--- config.mk ---
export PLATFORM = sky130hd
export DESIGN_NAME = lumped_tune_sequencer
export DESIGN_NICKNAME = d
export VERILOG_FILES = /design/src/rtl/lumped_tune_sequencer.sv
export SDC_FILE = /design/constraint.sdc
export NUM_CORES = 1
export LEC_CHECK = 0
export BUFFER_PORTS_ARGS = -buffer_cell sky130_fd_sc_hd__buf_2
export CORE_UTILIZATION = 51
export DETAILED_ROUTE_END_ITERATION = 7
export PLACE_DENSITY = 0.76
export SETUP_SLACK_MARGIN = 0.02
export SYNTH_ARGS = -nofsm -noshare
export SYNTH_HDL_FRONTEND = slang
export SYNTH_SLANG_ARGS = --single-unit
--- constraint.sdc ---
create_clock -name clk -period 2.7 [get_ports clk]
set_input_delay 0.54 -clock clk [delete_from_list [all_inputs] [get_ports clk]]
set_output_delay 0.54 -clock clk [all_outputs]
set_load 0.05 [all_outputs]
--- src/rtl/lumped_tune_sequencer.sv ---
// ---------------------------------------------------------------------------
// lumped_tune_sequencer
//
// Sequencer and round-robin arbiter for a switched lumped-element tuning bank.
// The bank has CODE_W binary-weighted C/L cells, and each cell has one switch
// enable. Requesters A and B submit target codes over valid/ready. The block
// applies every code change break-before-make:
//   1. cells that are being removed open first;
//   2. a dead time of BBM_CYC cycles elapses;
//   3. cells that are being added close;
//   4. a settle wait of SETTLE_CYC cycles elapses;
//   5. the granted requester receives a one-cycle ready pulse.
//
// Ports
//   clk      in   1       clock, rising edge
//   rst_n    in   1       asynchronous active-low reset
//   a_valid  in   1       requester A request pending
//   a_code   in   CODE_W  requester A target code
//   a_ready  out  1       requester A completion pulse
//   b_valid  in   1       requester B request pending
//   b_code   in   CODE_W  requester B target code
//   b_ready  out  1       requester B completion pulse
//   sw_en    out  CODE_W  registered switch enables to the bank
//   busy     out  1       high whenever the sequencer is not idle
//   grant_b  out  1       owner of the current operation (0=A, 1=B)
// ---------------------------------------------------------------------------
module lumped_tune_sequencer #(
  parameter int                CODE_W     = 8,
  parameter int                BBM_CYC    = 4,
  parameter int                SETTLE_CYC = 16,
  parameter int                CNT_W      = 8,
  parameter logic [CODE_W-1:0] RESET_CODE = '0
) (
  input  logic              clk,
  input  logic              rst_n,
  input  logic              a_valid,
  input  logic [CODE_W-1:0] a_code,
  output logic              a_ready,
  input  logic              b_valid,
  input  logic [CODE_W-1:0] b_code,
  output logic              b_ready,
  output logic [CODE_W-1:0] sw_en,
  output logic              busy,
  output logic              grant_b
);

  typedef enum logic [1:0] {
    IDLE   = 2'd0,
    BREAK  = 2'd1,
    SETTLE = 2'd2,
    DONE   = 2'd3
  } state_t;

  // Timers are loaded with N-1 and count down to zero, so each wait state
  // lasts exactly N cycles.
  localparam logic [CNT_W-1:0] BBM_LOAD    = CNT_W'(BBM_CYC - 1);
  localparam logic [CNT_W-1:0] SETTLE_LOAD = CNT_W'(SETTLE_CYC - 1);

  state_t            state_q,   state_d;
  logic [CNT_W-1:0]  timer_q,   timer_d;
  logic [CODE_W-1:0] sw_en_q,   sw_en_d;
  logic [CODE_W-1:0] tgt_q,     tgt_d;
  logic              grant_b_q, grant_b_d;
  logic              pref_b_q,  pref_b_d;
  logic              a_ready_q, a_ready_d;
  logic              b_ready_q, b_ready_d;
  logic              busy_q,    busy_d;

  logic              pick_b;
  logic [CODE_W-1:0] code_sel;

  always_comb begin
    state_d   = state_q;
    timer_d   = timer_q;
    sw_en_d   = sw_en_q;
    tgt_d     = tgt_q;
    grant_b_d = grant_b_q;
    pref_b_d  = pref_b_q;
    a_ready_d = 1'b0;
    b_ready_d = 1'b0;
    // B wins when it is the only requester, or when both request and B is
    // the preferred requester.
    pick_b    = b_valid && (!a_valid || pref_b_q);
    code_sel  = pick_b ? b_code : a_code;

    unique case (state_q)
      IDLE: begin
        if (a_valid || b_valid) begin
          tgt_d     = code_sel;
          grant_b_d = pick_b;
          if ((sw_en_q & ~code_sel) != '0) begin
            // Open only the cells that must go. No cell closes on this edge.
            sw_en_d = sw_en_q & code_sel;
            timer_d = BBM_LOAD;
            state_d = BREAK;
          end else if (code_sel != sw_en_q) begin
            // This change only adds cells, so no dead time is needed.
            sw_en_d = code_sel;
            timer_d = SETTLE_LOAD;
            state_d = SETTLE;
          end else begin
            state_d   = DONE;
            a_ready_d = !pick_b;
            b_ready_d = pick_b;
          end
        end
      end
      BREAK: begin
        if (timer_q == '0) begin
          // Every remaining bit of sw_en_q is already set in tgt_q, so this
          // edge can only close cells.
          sw_en_d = tgt_q;
          timer_d = SETTLE_LOAD;
          state_d = SETTLE;
        end else begin
          timer_d = timer_q - CNT_W'(1);
        end
      end
      SETTLE: begin
        if (timer_q == '0) begin
          state_d   = DONE;
          a_ready_d = !grant_b_q;
          b_ready_d = grant_b_q;
        end else begin
          timer_d = timer_q - CNT_W'(1);
        end
      end
      DONE: begin
        pref_b_d = !grant_b_q;
        state_d  = IDLE;
      end
      default: state_d = IDLE;
    endcase

    busy_d = (state_d != IDLE);
  end

  always_ff @(posedge clk or negedge rst_n) begin
    if (!rst_n) begin
      state_q   <= IDLE;
      timer_q   <= '0;
      sw_en_q   <= RESET_CODE;
      tgt_q     <= RESET_CODE;
      grant_b_q <= 1'b0;
      pref_b_q  <= 1'b0;
      a_ready_q <= 1'b0;
      b_ready_q <= 1'b0;
      busy_q    <= 1'b0;
    end else begin
      state_q   <= state_d;
      timer_q   <= timer_d;
      sw_en_q   <= sw_en_d;
      tgt_q     <= tgt_d;
      grant_b_q <= grant_b_d;
      pref_b_q  <= pref_b_d;
      a_ready_q <= a_ready_d;
      b_ready_q <= b_ready_d;
      busy_q    <= busy_d;
    end
  end

  assign sw_en   = sw_en_q;
  assign a_ready = a_ready_q;
  assign b_ready = b_ready_q;
  assign busy    = busy_q;
  assign grant_b = grant_b_q;

endmodule

==> metrics.txt <==
DP Wirelength 3.30 mm; Global Route Usage Sum 25.4%; Worst Skew 3.82 ps; wire per inst 15.9 um; Clk pin slew, worst setup/hold paths 70 ps; share of the synthesized area in the top cell type 37.6%; Rows 22; Skew-Pair Late Insertion Delay 290 ps; average size of a mapped cell 9.25 um2; pre-CTS WS -368 ps; gpl congestion 0.843; main combinational cell family by area after synthesis compound AO/OA/AOI/OAI gates; critical path class in -> reg; Worst Tran Pin Value 713 ps; total number of vias 1,865; top_reg_cell synth dfrtp_1; TritonCTS Sinks 31; CTS Buf Count 5; Yosys reg bits 31; worst r2r path cells 11; gr ovfl total 0; outcome complete, but fails checks; R2R Path End sw_en[5]$_DFFE_PN0P_; crit path max fanout 7; top cells by area, synth dfrtp_1 38%, ha_1 13%, nor2_1 5.6%, nand2_1 5.1%, mux2i_1 4.4%; Pwr Density 1160 nW/um2; RSZ-0062 raised after global routing yes; first-pass detailed-route iteration total 4; worst hold path class in -> async; final hold violations 0; vias per inst 5.67; CP arrival 2990 ps; post-synth top area cell dfrtp_1; global-route wire length before repair 8.21 mm; Fillers 289; min Tclk post-route 2800 ps; VDD IR-drop max 0.603 mV; max_cap viols 0; CTS Buffer Depth 2; Static Leakage 1.28 nW; fin nets 322; DRC viols 0; post-synthesis cell type count 50; Area Growth Syn to Fin 29.5%; yosys warns 0; width of the die 65.6 um; number of flops mapped to enable cells by yosys 0; die height 65.6 um; Setup TNS -537 ps; multiplexer share of the synthesized area 4.37%; critical path data required time 2890 ps; final setup margin -95.9 ps; post-layout util 70.8%; Starting DRT DRC Count 160; failing checks setup timing; Reg2Reg Launch Point pref_b_q$_DFFE_PN0N_; Seq/Total Area, Yosys 37.6%; Crit. End Element register; CTS root buf clkbuf_8; multi-input logic area 1320 um2; Synth Instances 223; syn_nets 264; Final Routed Wirelength 5.22 mm; fraction of layout cells with a size suffix above 1 34.9%; CTS Hold Bufs 0; H-tree levels 2; reg-to-reg setup timing slack -90 ps; Slew HR 52.4%; Starting Density 54.7%; Top Ports 32; IO Port Bufs 31; Placeable Area 3770 um2; initial antenna violation count 0; Max Fclk 0.358 GHz; Final period util 104%; vias in the first global route 1,763; post-synthesis simple-gate area fraction 19.7%; WHS 297 ps; CTS tree done; ys async rst share 100%; synthesized area 2060 um2; ANT nets after route 0; Compound-Gate Fraction of Synth Area 20.2%; Antenna Cells 0; post-synthesis xor/xnor area fraction 0.424%; crit path launch type primary input; Setup-failing EPs final 15; Register Area 776 um2; Die ar. 4300 um2; Post-Synth Adder-Cell Area 12.7%; top post-synthesis cells by count 31 x dfrtp_1, 31 x nor2_1, 28 x nand2_1, 21 x ha_1, 14 x o21ai_0; Slew Limit Fails 0; pin count of the biggest net entering global routing 32
-- per-layer routing --
metal	global-route usage [%]	vias to the layer above	wire length (um)	part of all wire, %
met5	0	-	0	0
met4	8.97	0	162	3.1
met3	7.12	17	223	4.3
met2	42.1	56	2610	50
met1	31.3	887	2230	43
li1	-	905	-	-
-- worst max path at each step --
stage                             end  depth (start not counted)                  from  slack, ps
2_1_floorplan  timer_q[6]$_DFFE_PN0P_                         10               a_valid       -100
3_3_place_gp   timer_q[4]$_DFFE_PN0P_                         10               a_valid       -290
3_5_place_dp   timer_q[4]$_DFFE_PN0P_                         10               a_valid       -370
4_1_cts                busy$_DFF_PN0_                         11               a_valid        -40
5_1_grt                busy$_DFF_PN0_                         10  pref_b_q$_DFFE_PN0N_       -170
6_report         sw_en[5]$_DFFE_PN0P_                         13               a_valid       -100
-- sequential cells by signal, summed over array words and instances, names as in the netlist --
signal	flops
state_q	2
grant_b	1
b_ready	1
pref_b_q	1
a_ready	1
timer_q	8
tgt_q	8
busy	1
sw_en	8
-- per-stage QoR --
step | power, W | cells | instance area, um2
after detailed placement | 0.00255 | 315 | 2420
after floorplan | 0.00212 | 223 | 2110
after global routing | 0.00333 | 329 | 2670
after CTS | 0.00302 | 329 | 2630
after global placement | 0.00250 | 315 | 2420
final | 0.00310 | 329 | 2670
-- worst max-delay path, cell delays in order --
cell	delay (ps)
buf_6	90
nor2b_4	120
nand2b_4	220
buf_6	160
mux2i_4	180
ha_2	170
or4_4	450
buf_4	170
nor2_2	170
buf_4	170
nor2_1	40
a211o_1	270
a31oi_1	230
-- cell families (layout without fill, tap and decap cells) --
logic type / count (synthesis) / count (layout)
adder cells (fa/ha/maj): 21 / 21
AND/OR/NAND/NOR: 84 / 84
buffers and inverters: 22 / 79
XOR/XNOR: 1 / 1
AO/OA/AOI/OAI: 55 / 56
flip-flops: 31 / 31
multiplexers: 9 / 9
-- where the power goes --
part           switching [W]  leakage, nW  internal, W  total, W
clock               0.000176       0.0470     0.000200  0.000375
combinational        0.00115        0.855     0.000729   0.00188
sequential          0.000178        0.382     0.000665  0.000842
total                0.00150         1.28      0.00159   0.00310
-- layout make-up --
class,count,share of cell area [%]
inverters,13,1.83
clock buffers,6,3.09
clock inverters,1,0.187
flip-flops and latches,31,29.0
well taps,48,2.25
multi-input cells,171,49.4
repair buffers,59,14.2
-- placed cells by master, fill, tap and decap left out, drive strengths merged, types with 2 or more instances in the layout --
cell type / count
buf: 59
a211o: 11
o41ai: 2
dfrtp: 31
a31oi: 8
mux2i: 9
clkbuf: 6
a21oi: 7
nand2: 28
o21ai: 16
or4: 2
nor3: 3
inv: 13
or2: 3
nor2: 33
nand3: 2
nor2b: 2
ha: 21
nand4: 2
o21bai: 2
-- timing repair --
| item | 4_1_cts | 5_1_grt |
|---|---|---|
| setup endpoints to repair | 9 | 18 |
| pin swaps | 10 | 1 |
| cloned | 1 | 0 |
| buffers inserted | 6 | 0 |
| resized for setup | 14 | 9 |
Power figures use the tool's default switching activity.
